<file path="src/rtl/instr_fetch_unit_pkg.sv">
// Shared constants for the fetch unit: widths, reset PC, instruction field positions, FSM states.
// Latency: n/a (declarations only).
// Backpressure: n/a.
package instr_fetch_unit_pkg;

  localparam int XLEN = 32;
  localparam logic [XLEN-1:0] RESET_PC = 32'h0000_0000;

  // RISC-V base encoding field positions within an instruction word
  localparam int OP_LSB     = 0;
  localparam int OP_MSB     = 6;
  localparam int FUNCT3_LSB = 12;
  localparam int FUNCT3_MSB = 14;
  localparam int FUNCT7_LSB = 25;
  localparam int FUNCT7_MSB = 31;

  typedef enum logic [1:0] {
    IDLE  = 2'd0,
    RUN   = 2'd1,
    FLUSH = 2'd2
  } fetch_state_t;

endpackage

</file>
<file path="src/rtl/instr_fetch_unit_if.sv">
// Fetch unit bus bundle: imem request/response, redirect input, decode handshake and fields.
// Latency: n/a (wires only). Optional FETCH_MISALIGN_TRAP_EN adds misalign_trap/misalign_addr.
// Backpressure: imem_req_ready and dec_ready stall the producer; responses are never stalled.
interface instr_fetch_unit_if #(
  parameter int XLEN = 32
);
  logic            imem_req_valid;
  logic            imem_req_ready;
  logic [XLEN-1:0] imem_req_addr;
  logic            imem_rsp_valid;
  logic [XLEN-1:0] imem_rsp_data;
  logic            redirect;
  logic [XLEN-1:0] redirect_pc;
  logic            dec_valid;
  logic            dec_ready;
  logic [XLEN-1:0] dec_instr;
  logic [XLEN-1:0] dec_pc;
  logic [6:0]      Op;
  logic [2:0]      funct3;
  logic [6:0]      funct7;
`ifdef FETCH_MISALIGN_TRAP_EN
  logic            misalign_trap;
  logic [XLEN-1:0] misalign_addr;
`endif

  // fetch unit side
  modport master (
    output imem_req_valid, imem_req_addr,
    input  imem_req_ready,
    input  imem_rsp_valid, imem_rsp_data,
    input  redirect, redirect_pc,
    output dec_valid, dec_instr, dec_pc, Op, funct3, funct7,
`ifdef FETCH_MISALIGN_TRAP_EN
    output misalign_trap, misalign_addr,
`endif
    input  dec_ready
  );

  // memory / execute / decode side
  modport slave (
    input  imem_req_valid, imem_req_addr,
    output imem_req_ready,
    output imem_rsp_valid, imem_rsp_data,
    output redirect, redirect_pc,
    input  dec_valid, dec_instr, dec_pc, Op, funct3, funct7,
`ifdef FETCH_MISALIGN_TRAP_EN
    input  misalign_trap, misalign_addr,
`endif
    output dec_ready
  );

endinterface

</file>
<file path="src/rtl/instr_fetch_unit_fetch_fifo.sv">
// Fetch buffer: synchronous FIFO with flush, head shown combinationally, count/full/empty.
// Latency: a push is visible at the head the cycle after it is written.
// Backpressure: push is refused when full unless a pop happens in the same cycle.
module instr_fetch_unit_fetch_fifo #(
  parameter int WIDTH = 64,
  parameter int DEPTH = 2,
  localparam int AW = $clog2(DEPTH),
  localparam int CW = AW + 1
) (
  input  logic             clk,
  input  logic             rst,
  input  logic             flush,
  input  logic             push,
  input  logic [WIDTH-1:0] push_dat,
  input  logic             pop,
  output logic [WIDTH-1:0] head_dat,
  output logic [CW-1:0]    count,
  output logic             full,
  output logic             empty
);

  logic [WIDTH-1:0] mem [DEPTH];
  logic [AW-1:0]    wr_ptr;
  logic [AW-1:0]    rd_ptr;
  logic             do_push;
  logic             do_pop;

  assign do_pop   = pop & ~empty;
  assign do_push  = push & (~full | do_pop);
  assign full     = (count == CW'(DEPTH));
  assign empty    = (count == '0);
  assign head_dat = mem[rd_ptr];

  // pointers and occupancy; flush wins over any same-cycle push/pop
  always_ff @(posedge clk) begin
    if (!rst) begin
      wr_ptr <= '0;
      rd_ptr <= '0;
      count  <= '0;
    end else if (flush) begin
      wr_ptr <= '0;
      rd_ptr <= '0;
      count  <= '0;
    end else begin
      if (do_push) wr_ptr <= wr_ptr + AW'(1);
      if (do_pop)  rd_ptr <= rd_ptr + AW'(1);
      count <= count + CW'(do_push) - CW'(do_pop);
    end
  end

  // storage needs no reset: it is only observed behind a non-zero count
  always_ff @(posedge clk) begin
    if (do_push && !flush) mem[wr_ptr] <= push_dat;
  end

endmodule

</file>
<file path="src/rtl/instr_fetch_unit.sv">
// Instruction fetch: owns PC, issues in-order imem requests, buffers words for decode; macro FETCH_MISALIGN_TRAP_EN adds a misaligned-redirect trap.
// Latency: accept -> dec_valid in 2 cycles with 1-cycle memory; one idle cycle after reset.
// Backpressure: requests stop once outstanding + buffered reaches FIFO_DEPTH; redirect flushes and drains stale responses.
module instr_fetch_unit #(
  parameter int XLEN = instr_fetch_unit_pkg::XLEN,
  parameter logic [XLEN-1:0] RESET_PC = instr_fetch_unit_pkg::RESET_PC,
  parameter int FIFO_DEPTH = 2
) (
  input  logic               clk,
  input  logic               rst,
  instr_fetch_unit_if.master bus
);
  import instr_fetch_unit_pkg::*;

  localparam int AW = $clog2(FIFO_DEPTH);
  localparam int CW = AW + 1;

  fetch_state_t    state, state_nxt;
  logic [XLEN-1:0] pc, pc_nxt, redirect_pc_aligned;
  logic [CW-1:0]   outstanding, outstanding_nxt, drop_cnt, drop_cnt_nxt, pending;
  logic            accept, rsp_hit, rsp_drop, fifo_push, fifo_pop;
  logic [XLEN-1:0] rq_pc [FIFO_DEPTH];
  logic [AW-1:0]   rq_wr, rq_rd;
  logic [2*XLEN-1:0] fifo_head;
  logic [CW-1:0]   fifo_count;
  logic            fifo_full, fifo_empty, full_unused;
  logic [XLEN-1:0] head_instr;

  assign redirect_pc_aligned = {bus.redirect_pc[XLEN-1:2], 2'b00};
  assign accept   = bus.imem_req_valid & bus.imem_req_ready;
  // a response with nothing outstanding is spurious and ignored
  assign rsp_hit  = bus.imem_rsp_valid & (state == RUN) & (outstanding != '0);
  assign rsp_drop = bus.imem_rsp_valid & (state == FLUSH) & (drop_cnt != '0);
  // live requests still owed by memory once this cycle's accept/response settle
  assign pending  = outstanding + CW'(accept) - CW'(rsp_hit);

  assign bus.imem_req_valid = (state == RUN) &&
                              (({1'b0, outstanding} + {1'b0, fifo_count}) < (CW+1)'(FIFO_DEPTH));
  assign bus.imem_req_addr  = pc;

  // next-state, PC and credit bookkeeping
  always_comb begin
    state_nxt       = state;
    outstanding_nxt = outstanding;
    drop_cnt_nxt    = drop_cnt;
    pc_nxt          = pc;
    if (accept)       pc_nxt = pc + XLEN'(4);
    if (bus.redirect) pc_nxt = redirect_pc_aligned;
    case (state)
      IDLE: begin
        state_nxt = RUN;
      end
      RUN: begin
        if (bus.redirect) begin
          outstanding_nxt = '0;
          if (pending != '0) begin
            state_nxt    = FLUSH;
            drop_cnt_nxt = pending;
          end
        end else begin
          outstanding_nxt = pending;
        end
      end
      FLUSH: begin
        drop_cnt_nxt = drop_cnt - CW'(rsp_drop);
        if (drop_cnt_nxt == '0) state_nxt = RUN;
      end
      default: state_nxt = IDLE;
    endcase
  end

  // state, PC and credit counters
  always_ff @(posedge clk) begin
    if (!rst) begin
      state       <= IDLE;
      pc          <= RESET_PC;
      outstanding <= '0;
      drop_cnt    <= '0;
    end else begin
      state       <= state_nxt;
      pc          <= pc_nxt;
      outstanding <= outstanding_nxt;
      drop_cnt    <= drop_cnt_nxt;
    end
  end

  // request-PC queue pointers: one entry per live outstanding request, oldest first
  always_ff @(posedge clk) begin
    if (!rst || bus.redirect) begin
      rq_wr <= '0;
      rq_rd <= '0;
    end else begin
      if (accept)  rq_wr <= rq_wr + AW'(1);
      if (rsp_hit) rq_rd <= rq_rd + AW'(1);
    end
  end

  // request-PC storage; requests accepted alongside a redirect are stale and not recorded
  always_ff @(posedge clk) begin
    if (accept && !bus.redirect) rq_pc[rq_wr] <= pc;
  end

  assign fifo_push = rsp_hit & ~bus.redirect;
  assign fifo_pop  = bus.dec_valid & bus.dec_ready;

  instr_fetch_unit_fetch_fifo #(
    .WIDTH (2*XLEN),
    .DEPTH (FIFO_DEPTH)
  ) u_fetch_fifo (
    .clk      (clk),
    .rst      (rst),
    .flush    (bus.redirect),
    .push     (fifo_push),
    .push_dat ({bus.imem_rsp_data, rq_pc[rq_rd]}),
    .pop      (fifo_pop),
    .head_dat (fifo_head),
    .count    (fifo_count),
    .full     (fifo_full),
    .empty    (fifo_empty)
  );

  // overflow is already impossible through the credit check on requests
  assign full_unused = fifo_full;

  assign bus.dec_valid = ~fifo_empty;
  assign head_instr    = fifo_empty ? '0 : fifo_head[2*XLEN-1:XLEN];
  assign bus.dec_instr = head_instr;
  assign bus.dec_pc    = fifo_empty ? '0 : fifo_head[XLEN-1:0];
  assign bus.Op        = head_instr[OP_MSB:OP_LSB];
  assign bus.funct3    = head_instr[FUNCT3_MSB:FUNCT3_LSB];
  assign bus.funct7    = head_instr[FUNCT7_MSB:FUNCT7_LSB];

`ifdef FETCH_MISALIGN_TRAP_EN
  logic            trap_q;
  logic [XLEN-1:0] trap_addr_q;

  // one-cycle trap pulse and capture of the offending target
  always_ff @(posedge clk) begin
    if (!rst) begin
      trap_q      <= 1'b0;
      trap_addr_q <= '0;
    end else begin
      trap_q <= bus.redirect & (bus.redirect_pc[1:0] != 2'b00);
      if (bus.redirect && (bus.redirect_pc[1:0] != 2'b00)) trap_addr_q <= bus.redirect_pc;
    end
  end

  assign bus.misalign_trap = trap_q;
  assign bus.misalign_addr = trap_addr_q;
`else
  // low target bits are silently masked
  logic lsb_unused;
  assign lsb_unused = ^bus.redirect_pc[1:0];
`endif

endmodule
</file>
<file path="src/flat_wrapper.sv">
// flat-port wrapper written by rule: the top's interface ports become plain ports
module instr_fetch_unit_flat import instr_fetch_unit_pkg::*;
#(
  parameter int XLEN = instr_fetch_unit_pkg::XLEN,
  parameter logic [XLEN-1:0] RESET_PC = instr_fetch_unit_pkg::RESET_PC,
  parameter int FIFO_DEPTH = 2
)
  (clk, rst, bus_imem_req_valid, bus_imem_req_addr, bus_imem_req_ready, bus_imem_rsp_valid, bus_imem_rsp_data, bus_redirect, bus_redirect_pc, bus_dec_valid, bus_dec_instr, bus_dec_pc, bus_Op, bus_funct3, bus_funct7, bus_dec_ready);
  instr_fetch_unit_if #(.XLEN(XLEN)) bus_i ();
  input  logic clk;
  input  logic rst;
  output wire logic [$bits(bus_i.imem_req_valid)-1:0] bus_imem_req_valid;
  output wire logic [$bits(bus_i.imem_req_addr)-1:0] bus_imem_req_addr;
  input wire logic [$bits(bus_i.imem_req_ready)-1:0] bus_imem_req_ready;
  input wire logic [$bits(bus_i.imem_rsp_valid)-1:0] bus_imem_rsp_valid;
  input wire logic [$bits(bus_i.imem_rsp_data)-1:0] bus_imem_rsp_data;
  input wire logic [$bits(bus_i.redirect)-1:0] bus_redirect;
  input wire logic [$bits(bus_i.redirect_pc)-1:0] bus_redirect_pc;
  output wire logic [$bits(bus_i.dec_valid)-1:0] bus_dec_valid;
  output wire logic [$bits(bus_i.dec_instr)-1:0] bus_dec_instr;
  output wire logic [$bits(bus_i.dec_pc)-1:0] bus_dec_pc;
  output wire logic [$bits(bus_i.Op)-1:0] bus_Op;
  output wire logic [$bits(bus_i.funct3)-1:0] bus_funct3;
  output wire logic [$bits(bus_i.funct7)-1:0] bus_funct7;
  input wire logic [$bits(bus_i.dec_ready)-1:0] bus_dec_ready;
  assign bus_imem_req_valid = bus_i.imem_req_valid;
  assign bus_imem_req_addr = bus_i.imem_req_addr;
  assign bus_i.imem_req_ready = bus_imem_req_ready;
  assign bus_i.imem_rsp_valid = bus_imem_rsp_valid;
  assign bus_i.imem_rsp_data = bus_imem_rsp_data;
  assign bus_i.redirect = bus_redirect;
  assign bus_i.redirect_pc = bus_redirect_pc;
  assign bus_dec_valid = bus_i.dec_valid;
  assign bus_dec_instr = bus_i.dec_instr;
  assign bus_dec_pc = bus_i.dec_pc;
  assign bus_Op = bus_i.Op;
  assign bus_funct3 = bus_i.funct3;
  assign bus_funct7 = bus_i.funct7;
  assign bus_i.dec_ready = bus_dec_ready;
  instr_fetch_unit #(.XLEN(XLEN), .RESET_PC(RESET_PC), .FIFO_DEPTH(FIFO_DEPTH)) u_core (.clk(clk), .rst(rst), .bus(bus_i));
endmodule
</file>
<file path="config.mk">
export PLATFORM = sky130hd
export DESIGN_NAME = instr_fetch_unit_flat
export DESIGN_NICKNAME = d
export VERILOG_FILES = /design/src/rtl/instr_fetch_unit_pkg.sv /design/src/rtl/instr_fetch_unit_if.sv /design/src/rtl/instr_fetch_unit_fetch_fifo.sv /design/src/rtl/instr_fetch_unit.sv /design/src/flat_wrapper.sv
export SDC_FILE = /design/constraint.sdc
export NUM_CORES = 1
export LEC_CHECK = 0
export ABC_AREA = 1
export BUFFER_PORTS_ARGS = -buffer_cell sky130_fd_sc_hd__buf_4
export CORE_MARGIN = 3
export CORE_UTILIZATION = 24
export DETAILED_ROUTE_END_ITERATION = 10
export PLACE_DENSITY = 0.51
export SKIP_LAST_GASP = 1
export SYNTH_ARGS = -nofsm -noshare
export SYNTH_HDL_FRONTEND = slang
export SYNTH_SLANG_ARGS = --single-unit
</file>
<file path="constraint.sdc">
create_clock -name clk -period 5.7 [get_ports clk]
set_input_delay 1.14 -clock clk [delete_from_list [all_inputs] [get_ports clk]]
set_output_delay 1.14 -clock clk [all_outputs]
set_load 0.005 [all_outputs]
</file>
* Word-level counts from Yosys, hierarchy flattened
Memories as Yosys holds them, arrays and structs flattened. A register that Yosys moved wholly into a read port is not among the register bits. Index checks and enable logic that the tools add are counted.
Cells by class: order comparisons 1, eq/ne operators 6, $add $sub $neg 11, reductions and logical operators 17, bitwise logic cells 14, multiplexer cells 20
Operator list (count):
- 2-to-1 mux 32 bit | 4
- adder 32 x 3 -> 32 bit, second input constant | 1
- 2-to-1 mux 2 bit | 6
- nonzero test 2 bit | 5
- AND 1 bit | 9
- 2-to-1 mux 1 bit | 8
- logical NOT 2 bit | 3
- != test 2 bit, second input constant | 3
- one-hot mux 2 bit (3 select lines) | 1
- AND reduction 3 bit | 2
- subtractor 2 x 1 -> 2 bit | 3
- adder 1 bit, second input constant | 4
- adder 2 x 1 -> 2 bit | 2
- equality test 2 bit, second input constant | 2
- NOT 1 bit | 4
- one-hot mux 2 bit (2 select lines) | 1
- adder 2 x 2 -> 3 bit | 1
- logical AND 1 bit | 3
- < comparator 3 x 2 -> 1 bit, second input constant | 1
- equality test 2 x 1 -> 1 bit, second input constant | 1
- logical NOT 1 bit | 2
- OR reduction 2 bit | 1
- logical OR 1 bit | 1
- OR 1 bit | 1
Word-level totals: memory bits (writable) 192, output and inout port bits 115, memories kept 2, register bits after elaboration 44, word-level logic and storage cells 81, input port bits 70
Memory list:
- u_core.u_fetch_fifo.mem | words 2, width 64, rd ports 1, clocked after Yosys merged registers in 1, wr ports 1, line instr_fetch_unit_fetch_fifo.sv:22 | logic [WIDTH-1:0] mem [DEPTH];
- u_core.rq_pc | words 2, width 32, rd ports 1, clocked after Yosys merged registers in 1, wr ports 1, line instr_fetch_unit.sv:22 | logic [XLEN-1:0] rq_pc [FIFO_DEPTH];

* Depth between registers and ports, before layout
Gate-level depths: netlist of the first run.
depth after elaboration 10, mapped depth 15

* Modules after synthesis
From an unflattened synthesis of the first run, not the netlist that was laid out.
Unflattened totals: cells, all modules 959, area, all modules 10831.6 um^2
By module, submodules not included:
- instr_fetch_unit | sequential area each 2582.5 um^2, area an instance 5647.9 um^2, instances 1, cells each 718
- instr_fetch_unit_fetch_fifo | sequential area each 3943.8 um^2, area an instance 5183.7 um^2, instances 1, cells each 241

* Worst setup path after synthesis of the first run
Ideal clock, no wire load.
path kind input to register, start input bus_imem_rsp_valid, end memory u_core.u_fetch_fifo.mem[1][10] (enable), cell stages on the path 4, arrival time 4174 ps, required time 5215 ps, slack 1041 ps, cell sequence o21ai_0 > nor2_4 > o211ai_4 > nor2_1
On the way: cells in the longest elaborated chain, start to end 7
Ends and longest elaborated chain:
- from (decl) | line flat_wrapper.sv:15 | input wire logic [$bits(bus_i.imem_rsp_valid)-1:0] bus_imem_rsp_valid;
- AND 1 bit (2 in series) | line instr_fetch_unit.sv:32 | assign rsp_hit = bus.imem_rsp_valid & (state == RUN) & (outstanding != '0);
- via u_core.rsp_hit | line instr_fetch_unit.sv:21 | logic accept, rsp_hit, rsp_drop, fifo_push, fifo_pop;
- AND 1 bit | line instr_fetch_unit.sv:103 | assign fifo_push = rsp_hit & ~bus.redirect;
- AND 1 bit | line instr_fetch_unit_fetch_fifo.sv:29 | assign do_push = push & (~full | do_pop);
- logical AND 1 bit | line instr_fetch_unit_fetch_fifo.sv:53 | if (do_push && !flush) mem[wr_ptr] <= push_dat;
- 2-to-1 mux 1 bit | line instr_fetch_unit_fetch_fifo.sv:53
- 2-to-1 mux 1 bit (implied by the code) | line instr_fetch_unit_fetch_fifo.sv:53
- to (decl) | line instr_fetch_unit_fetch_fifo.sv:22
The timed path passes the listed nets, and every way through them passes these cells.

* Worst setup path in the final report of the first run
start register u_core.u_fetch_fifo.count[0], end output bus_dec_pc[8]
On the way: cells in the longest elaborated chain, start to end 2
Ends and longest elaborated chain:
- from (decl) | line instr_fetch_unit_fetch_fifo.sv:17 | output logic [CW-1:0] count,
- from (signal assigned) | line instr_fetch_unit_fetch_fifo.sv:47 | count <= count + CW'(do_push) - CW'(do_pop);
- logical NOT 2 bit | line instr_fetch_unit_fetch_fifo.sv:31 | assign empty = (count == '0);
- 2-to-1 mux 32 bit | line instr_fetch_unit.sv:128 | assign bus.dec_pc = fifo_empty ? '0 : fifo_head[XLEN-1:0];
- to (decl) | line flat_wrapper.sv:21 | output wire logic [$bits(bus_i.dec_pc)-1:0] bus_dec_pc;
Every way passes these cells.

==> results of run 1 <==
==> cells by family after synthesis <==
kind of cell | count (synthesis) | share of synthesized area (%)
adders and majority gates | 7 | 0.960
AOI/OAI and AO/OA | 129 | 6.77
DFF | 228 | 64.7
buffers and inverters | 121 | 5.77
other | 1 | 0.0379
and+or+nand+nor | 400 | 16.9
muxes | 30 | 3.41
xor gates and xnor gates | 16 | 1.42
==> how the worst max path moves through the flow <==
stage	end	slack, ps	cells past startpoint
2_1_floorplan	u_core.u_fetch_fifo.mem[1][10]	1040	4
3_3_place_gp	bus_dec_pc[8]	2500	4
3_5_place_dp	bus_dec_pc[8]	2450	4
4_1_cts	bus_dec_pc[8]	1850	4
5_1_grt	bus_dec_pc[8]	1820	4
6_report	bus_dec_pc[8]	2010	4
==> worst max-delay path, cell delays in order, from the launching register on <==
cell,delay [ps]
dfxtp_1,380
nor2_4,790
buf_4,520
a21oi_1,130
buf_4,160
==> per-layer routing <==
| layer | track usage (%) | vias to the layer above | routed length (µm) | share of wire (%) |
|---|---|---|---|---|
| met5 | 0 | - | 0 | 0 |
| met4 | 3.16 | 0 | 441 | 1.7 |
| met3 | 2.21 | 30 | 1420 | 5.6 |
| met2 | 18.1 | 205 | 11700 | 46 |
| met1 | 15.7 | 3203 | 12000 | 47 |
| li1 | - | 3440 | - | - |
==> state kept, by name, indices dropped and copies added (netlist names), named ones only <==
name and count:
u_core.bus.imem_req_addr 30, u_core.drop_cnt 2, u_core.outstanding 2, u_core.rq_pc 60, u_core.rq_rd 1, u_core.rq_wr 1
u_core.state 2, u_core.u_fetch_fifo.count 2, u_core.u_fetch_fifo.mem 124, u_core.u_fetch_fifo.rd_ptr 1, u_core.u_fetch_fifo.wr_ptr 1
==> cell usage in the layout, fill, tap and decap left out, drive strengths merged <==
| master | count |
|---|---|
| nor3b | 3 |
| bufinv | 1 |
| or2 | 3 |
| nor3 | 2 |
| nand3b | 1 |
| clkinv | 7 |
| clkinvlp | 3 |
| edfxtp | 184 |
| o21ai | 28 |
| o22ai | 1 |
| a31oi | 6 |
| conb | 4 |
| xor2 | 10 |
| fa | 1 |
| mux2 | 30 |
| ha | 6 |
| clkbuf | 37 |
| a21oi | 93 |
| inv | 69 |
| o211ai | 1 |
| buf | 186 |
| nand2 | 296 |
| dfxtp | 44 |
| xnor2 | 6 |
| nor2 | 72 |
| nand4 | 1 |
| nand3 | 22 |
==> layout make-up <==
| type | instances | area [µm²] | share of cell area (%) |
|---|---|---|---|
| Clock inverter | 12 | 100 | 0.800 |
| Timing Repair Buffer | 186 | 1400 | 11.2 |
| Multi-Input combinational cell | 586 | 2960 | 23.6 |
| Clock buffer | 37 | 743 | 5.94 |
| Tap cell | 525 | 657 | 5.25 |
| Sequential cell | 228 | 6410 | 51.2 |
| Inverter | 68 | 255 | 2.04 |
==> metrics by stage <==
step                      setup WS [ps]  hold WS [ps]  area [µm²]
final                              2010           470       12500
after global routing               1820           487       12500
after CTS                          1850           471       12500
after detailed placement           2450           463       11700
after global placement             2500           457       11700
after floorplan                    1040           445        9910
==> power groups by stage <==
| stage | Combinational (mW) | Sequential (mW) | Clock, mW |
|---|---|---|---|
| after floorplan | 0.102 | 1.89 | 0 |
| after CTS | 0.194 | 1.87 | 1.69 |
| after global placement | 0.189 | 1.90 | 0 |
| after detailed placement | 0.192 | 1.90 | 0 |
| final | 0.190 | 1.87 | 1.61 |
| after global routing | 0.214 | 1.87 | 1.75 |
==> results.yml, run 1 <==
power_and_ir_drop:
  power_mw: 3.67
  combPwrFrac_pct: 5.2
  leakage_nw: 4.76
  power.density_mw_per_mm2: 293
  p_sw_share_pct: 21.8
  seq_power_share_pct: 50.8
  peakVddDrop_mv: 0.180
  intPower_mw: 2.87
  power_switching_mw: 0.800
  clkPwrFrac_pct: 44.0
grt:
  antenna_found_initial: 0
  overflow: 0
  grt_max_degree: 64
  grt_util_all_layers_pct: 11.3
  grt_pass1_wl_um: 39200
  grt_pass1_vias: 6742
die:
  rows: 73
  fp.dieH_um: 209
  boundaryPins: 185
  dieArea_mm2: 0.0437
  dieWidth_um: 209
  initial_core_util_pct: 24.6
  core_mm2: 0.0403
yosys:
  synth_largest_area_cell: "edfxtp_1"
  ys_top_cells_by_count: "293 x nand2_1, 184 x edfxtp_1, 93 x a21oi_1, 63 x inv_1, 59 x nor2_1"
  syn_avg_cell_area_um2: 10.6
  syn_area_mm2: 0.00990
  synth-edff-count: 184
  netlist-cell-type-count: 37
  synth_top_area_share_pct: 55.8
  ys_async_sr_fraction_pct: 0
  yosysSeqAreaShare_pct: 64.7
  ys_seq_elements: 228
  synth_warnings: 0
  synthCells: 932
  synth_most_common_cell: "nand2_1"
  yosys-top-cells-area: "edfxtp_1 56%, nand2_1 11%, dfxtp_1 8.9%"
  synth_top_flop_cell: "edfxtp_1"
job:
  maxCapViolCount: 0
layout:
  num-fill-cells: 4102
  final_nets: 1174
  drive_above_1_share_pct: 25.8
  flow.area_growth_from_synthesis_pct: 26.4
  final_core_util_pct: 31.1
  n_antenna_cell: 0
  fin_cells: 1642
routing:
  wl_per_cell_um: 15.5
  via_per_inst: 4.19
  drcViolationCount: 0
  drt_iter0_drc: 305
  postRouteAntennaNets: 0
  via_count: 6878
  drt-total-wl_um: 25500
  detail_route.first_pass.iterations: 5
cts:
  cts-buffers-inserted: 27
  htree_levels: 1
  cts_tree: "yes"
  cts_resized: 0
  cts.path.max_buffers: 3
  root_buffer: "clkbuf_16"
  holdBufCountCts: 0
  clock_latency_ps: 530
  clk_pin_slew_ps: 60
  cts_setup_buffers: 0
  cts_sinks: 228
worst_setup_path:
  critical_path_class: "reg -> out"
  crit_start: "u_core.u_fetch_fifo.count[0]"
  cp.required_ps: 4560
  reg2regPathDepth: 9
  cp_max_fo: 34
  startpoint_type: "register"
  rr_startpoint: "u_core.u_fetch_fifo.count[0]"
  worstReg2RegEnd: "u_core.rq_pc[1][25]"
  timing.reg2reg.setup_slack_ps: 2910
  arrival_ps: 2550
  endpoint_kind: "output pin"
sta:
  tightest_slew_ps: 1090
  fmaxAchievable_mhz: 271
  rsz0062_at_grt: "false"
  period_share_pct: 64.7
  tns_ps: 0
  finalClockSkew_ps: 10.5
  setup_viol: 0
  drv_slew: 0
  finalHoldViolations: 0
  min_period_ps: 3690
  slew_headroom_pct: 27.3
worst_hold_path:
  hold_path_class: "reg -> reg"
  min_from: "u_core.rq_wr"
  min_to: "u_core.rq_wr"
  min_path_cells: 2
place:
  dp_hpwl_um: 16900
  port_buffers: 178
  place_inst: 1593
  globalplace.congestion: 0.838
run_status:
  outcome: "completed"
Power figures use the tool's default switching activity.
==> inputs of run 2 (changes only) <==
==> constraint.sdc (replaced) <==
create_clock -name clk -period 3.4 [get_ports clk]
set_input_delay 0.68 -clock clk [delete_from_list [all_inputs] [get_ports clk]]
set_output_delay 0.68 -clock clk [all_outputs]
set_load 0.005 [all_outputs]
==> results.yml, run 2 (same netlist as run 1, synthesis figures left out) <==
grt:
  grt_max_degree: 63
  grt_pass1_vias: 6745
  grt_util_all_layers_pct: 11.3
  overflow: 0
  grt_pass1_wl_um: 39000
  antenna_found_initial: 0
layout:
  drive_above_1_share_pct: 26.2
  largest_reg_flops: 124
  fin_cells: 1647
  final_nets: 1178
  flow.area_growth_from_synthesis_pct: 27.6
  most-common-layout-cells: "293 x nand2_1, 186 x buf_4, 184 x edfxtp_1"
  n_antenna_cell: 0
  max_flop_register: "u_core.u_fetch_fifo.mem"
  layout_commonest_cell: "nand2_1"
power_and_ir_drop:
  peakVddDrop_mv: 0.279
  combPwrFrac_pct: 5.1
  power_mw: 6.29
  p_sw_share_pct: 22.1
  intPower_mw: 4.90
  clkPwrFrac_pct: 45.2
  seq_power_share_pct: 49.8
  leakage_nw: 4.80
  power_switching_mw: 1.39
  power.density_mw_per_mm2: 498
place:
  place_ws_ps: 813
  globalplace.congestion: 0.844
  port_buffers: 178
  dp_hpwl_um: 17100
  place_inst: 1596
worst_setup_path:
  critical_path_class: "reg -> out"
  reg2regPathDepth: 15
  cp_max_fo: 32
  startpoint_type: "register"
  arrival_ps: 2070
  endpoint_kind: "output pin"
  cp.required_ps: 2720
worst_hold_path:
  min_path_cells: 1
  hold_path_class: "in -> reg"
sta:
  finalClockSkew_ps: 21.1
  fmaxAchievable_mhz: 363
  slew_headroom_pct: 49.2
  fin_hold_ws_ps: 316
  rsz0062_at_grt: "false"
  period_share_pct: 81.0
  drv_slew: 0
  tightest_slew_ps: 762
  finalWorstSetupSlack_ps: 646
  setup_viol: 0
  finalHoldViolations: 0
  tns_ps: 0
  min_period_ps: 2750
run_status:
  outcome: "completed"
cts:
  holdBufCountCts: 0
  root_buffer: "clkbuf_16"
  cts_sinks: 228
  clock_latency_ps: 550
  cts_setup_buffers: 0
  cts-buffers-inserted: 28
  cts_resized: 0
  cts_tree: "yes"
  clk_pin_slew_ps: 60
  cts.path.max_buffers: 3
  htree_levels: 1
routing:
  drt-total-wl_um: 25500
  wl_per_cell_um: 15.5
  drcViolationCount: 0
  via_per_inst: 4.16
  via_count: 6849
  drt_iter0_drc: 353
  detail_route.first_pass.iterations: 4
  postRouteAntennaNets: 0
die:
  rows: 73
  boundaryPins: 185
  core_mm2: 0.0403
  dieArea_mm2: 0.0437
  dieWidth_um: 209
  initial_core_util_pct: 24.6
  fp.dieH_um: 209
job:
  maxCapViolCount: 0
==> run 2: metal layers <==
| layer | vias to the layer above | track usage, % | wire [µm] |
|---|---|---|---|
| met3 | 27 | 2.24 | 1450 |
| met4 | 0 | 3.07 | 448 |
| met5 | - | 0 | 0 |
| li1 | 3439 | - | - |
| met1 | 3199 | 15.2 | 11600 |
| met2 | 184 | 18.6 | 11900 |
==> run 2: layout make-up <==
class / count / area [µm²]
Sequential cell: 228 / 6410
Multi-Input combinational cell: 586 / 2960
Timing Repair Buffer: 189 / 1460
Tap cell: 525 / 657
Fill cell: 4099 / 27600
Clock inverter: 18 / 166
Clock buffer: 33 / 729
Inverter: 68 / 255
==> run 2: path summary, 6_finish.rpt <==
path         slack [ps]                    startpoint                              to
max                 650                      register               bus_dec_instr[29]
max reg2reg         800  u_core.u_fetch_fifo.count[0]              u_core.drop_cnt[1]
min                 320         bus_imem_rsp_data[17]  u_core.u_fetch_fifo.mem[0][49]
min reg2reg         470                  u_core.rq_wr                    u_core.rq_wr
==> run 2: through the flow <==
stage / area [µm²] / util, %
global route: 12600 / 31.4
detailed placement: 11700 / 29.1
finish: 12600 / 31.4
global placement: 11700 / 29.1
CTS: 12600 / 31.4
floorplan: 9920 / -
==> run 2: worst max-delay path, stage by stage (launching register included) <==
cell and delay, ps:
dfxtp_2 320, inv_2 480, buf_12 290, nand2_1 80, a21oi_1 200, buf_4 150
==> run 2: power by group through the flow <==
stage / clock network (mW) / logic (mW) / registers, mW
detailed placement: 0 / 0.323 / 3.19
global route: 3.06 / 0.359 / 3.13
floorplan: 0 / 0.171 / 3.16
finish: 2.84 / 0.318 / 3.13
global placement: 0 / 0.319 / 3.19
CTS: 2.94 / 0.326 / 3.13
==> inputs of run 3 (changes only) <==
--- a/config.mk
+++ b/config.mk
@@ -5,12 +5,12 @@
 export SDC_FILE = /design/constraint.sdc
 export NUM_CORES = 1
 export LEC_CHECK = 0
-export ABC_AREA = 1
+export ABC_AREA = 0
 export BUFFER_PORTS_ARGS = -buffer_cell sky130_fd_sc_hd__buf_4
 export CORE_MARGIN = 3
 export CORE_UTILIZATION = 24
 export DETAILED_ROUTE_END_ITERATION = 10
-export PLACE_DENSITY = 0.51
+export PLACE_DENSITY = 0.53
 export SKIP_LAST_GASP = 1
 export SYNTH_ARGS = -nofsm -noshare
 export SYNTH_HDL_FRONTEND = slang
==> constraint.sdc (replaced) <==
create_clock -name clk -period 2.4 [get_ports clk]
set_input_delay 0.48 -clock clk [delete_from_list [all_inputs] [get_ports clk]]
set_output_delay 0.48 -clock clk [all_outputs]
set_load 0.005 [all_outputs]
==> results.yml, run 3 <==
worst_setup_path:
  cp.required_ps: 1920
  crit_chain: "and2_4 > fa_1 > or4b_4 > inv_4 > buf_6 > buf_6"
  endpoint_kind: "output pin"
  crit_buf_inv: 3
  cp_top_family: "simple AND/OR/NAND/NOR gates"
  arrival_ps: 2190
  critical_path_class: "reg -> out"
  max_stage_delay_ps: 520
  startpoint_type: "register"
  crit_slowest_cell: "or4b_4"
  cp_max_fo: 2
  critical_path.most_common_cell: "buf_6"
sta:
  finalWorstSetupSlack_ps: -271
  period_share_pct: 111
  tns_ps: -13080
  fmaxAchievable_mhz: 374
  fin_hold_ws_ps: 142
  finalClockSkew_ps: 14.6
  min_period_ps: 2670
  drv_slew: 0
  setup_viol: 88
  slew_headroom_pct: 62.2
  rsz0062_at_grt: "true"
  tightest_slew_ps: 561
  finalHoldViolations: 0
die:
  dieWidth_um: 204
  dieArea_mm2: 0.0418
  rows: 72
  initial_core_util_pct: 24.4
  fp.dieH_um: 204
  core_mm2: 0.0387
  boundaryPins: 185
cts:
  htree_levels: 1
  root_buffer: "clkbuf_16"
  cts.path.max_buffers: 3
  clock_latency_ps: 520
  cts_tree: "yes"
  cts-buffers-inserted: 27
  cts_sinks: 228
  clk_pin_slew_ps: 60
yosys:
  netlist-cell-type-count: 52
  syn_avg_cell_area_um2: 13.8
  ys_seq_elements: 228
  synth_largest_area_cell: "edfxtp_1"
  synthCells: 683
  synth_warnings: 0
  syn_area_mm2: 0.00944
  ys_top_cells_by_count: "184 x edfxtp_1, 82 x nor2_1, 63 x mux2i_1, 44 x dfxtp_1"
  synth_top_area_share_pct: 58.5
  synth-edff-count: 184
  synth_top_flop_cell: "edfxtp_1"
  yosysSeqAreaShare_pct: 67.9
  yosys-top-cells-area: "edfxtp_1 59%, dfxtp_1 9.3%, mux2i_1 6.7%"
  synth_most_common_cell: "edfxtp_1"
  ys_async_sr_fraction_pct: 0
grt:
  antenna_found_initial: 0
  grt_pass1_vias: 6128
  grt_util_all_layers_pct: 11.6
  grt_pass1_wl_um: 37300
  overflow: 0
  grt_max_degree: 63
layout:
  final_nets: 993
  most-common-layout-cells: "226 x buf_4, 184 x edfxtp_1, 80 x nor2_1"
  final_core_util_pct: 33.8
  flow.area_growth_from_synthesis_pct: 38.8
  max_flop_register: "u_core.u_fetch_fifo.mem"
  largest_reg_flops: 124
  layout_commonest_cell: "buf_4"
  drive_above_1_share_pct: 39.2
  fin_cells: 1454
  n_antenna_cell: 0
power_and_ir_drop:
  leakage_nw: 4.66
  power_mw: 8.91
  peakVddDrop_mv: 0.373
  power.density_mw_per_mm2: 680
place:
  globalplace.congestion: 0.792
  place_inst: 1385
  port_buffers: 178
  dp_hpwl_um: 17200
routing:
  postRouteAntennaNets: 0
  detail_route.first_pass.iterations: 6
  via_per_inst: 4.36
  wl_per_cell_um: 17.4
  drcViolationCount: 0
  via_count: 6333
  drt-total-wl_um: 25300
  drt_iter0_drc: 333
run_status:
  violations: "negative setup slack"
  outcome: "complete, but fails checks"
worst_hold_path:
  hold_path_class: "in -> reg"
job:
  maxCapViolCount: 0
==> run 3: cell count changes after synthesis, sizes merged, moves of 13 or more <==
cell / before / now
inv: 68 / 17
or4: 0 / 17
a21oi: 93 / 15
nand2: 296 / 13
mux2i: 0 / 63
o31ai: 0 / 13
nand4: 1 / 14
==> run 3: worst reg2reg max path: cells and delay by family (launching register included) <==
family | cells | cell delay (ps)
AOI/OAI and AO/OA | 1 | 140
adders and majority gates | 1 | 430
buffers and inverters | 1 | 170
DFF | 1 | 320
and+or+nand+nor | 4 | 1540
==> run 3: final cells by class <==
class | count | area, µm²
clock buffers | 31 | 711
well taps | 518 | 648
multi-input cells | 385 | 2880
clock inverters | 18 | 165
repair buffers | 256 | 2210
fillers | 3835 | 25600
inverters | 18 | 75.1
flip-flops and latches | 228 | 6410
==> run 3: logic make-up after synthesis <==
logic type               Yosys count  share of synthesized area (%)
flip-flops                       228                           67.9
AND/OR/NAND/NOR                  176                           9.40
multiplexers                      93                           10.3
AO/OA/AOI/OAI                     88                           5.87
buffers and inverters             73                           3.83
XOR/XNOR                          17                           1.74
adder cells (fa/ha/maj)            7                           1.01
other                              1                         0.0397
==> run 3: final timing paths <==
path	cells after the start	slack (ps)	startpoint	endpoint
min reg2reg	2	520	u_core.rq_rd	u_core.rq_rd
max reg2reg	7	-260	u_core.outstanding[0]	u_core.bus.imem_req_addr[11]
max	6	-270	u_core.outstanding[0]	bus_imem_req_valid
min	1	140	bus_imem_rsp_data[28]	u_core.u_fetch_fifo.mem[0][60]
==> run 3: timing repair <==
action                                  4_1_cts  5_1_grt
resized for setup                            28       17
endpoints found under the setup margin       87      108
hold buffers                                  0        0
gates cloned                                  5        0
pin swaps                                    22       17
buffers inserted                             14        7
==> run 3: power breakdown <==
group	internal, mW	total [mW]	leakage [nW]	switching [mW]
registers	4.34	4.41	2.04	0.0752
clock network	2.35	3.95	0.424	1.60
logic	0.277	0.547	2.20	0.270
==> run 3: per-stage QoR <==
stage | setup WS (ps) | area, µm²
floorplan | -503 | 9510
global placement | -181 | 11800
detailed placement | -192 | 11800
CTS | -349 | 13100
global route | -340 | 13100
finish | -271 | 13100
==> run 3: per-layer routing <==
layer | up-vias | share of wire [%] | global-route usage (%)
met4 | 0 | 1.8 | 3.02
met5 | - | 0 | 0
li1 | 3036 | - | -
met2 | 193 | 48 | 19.4
met3 | 36 | 6.1 | 2.28
met1 | 3068 | 44 | 15.5
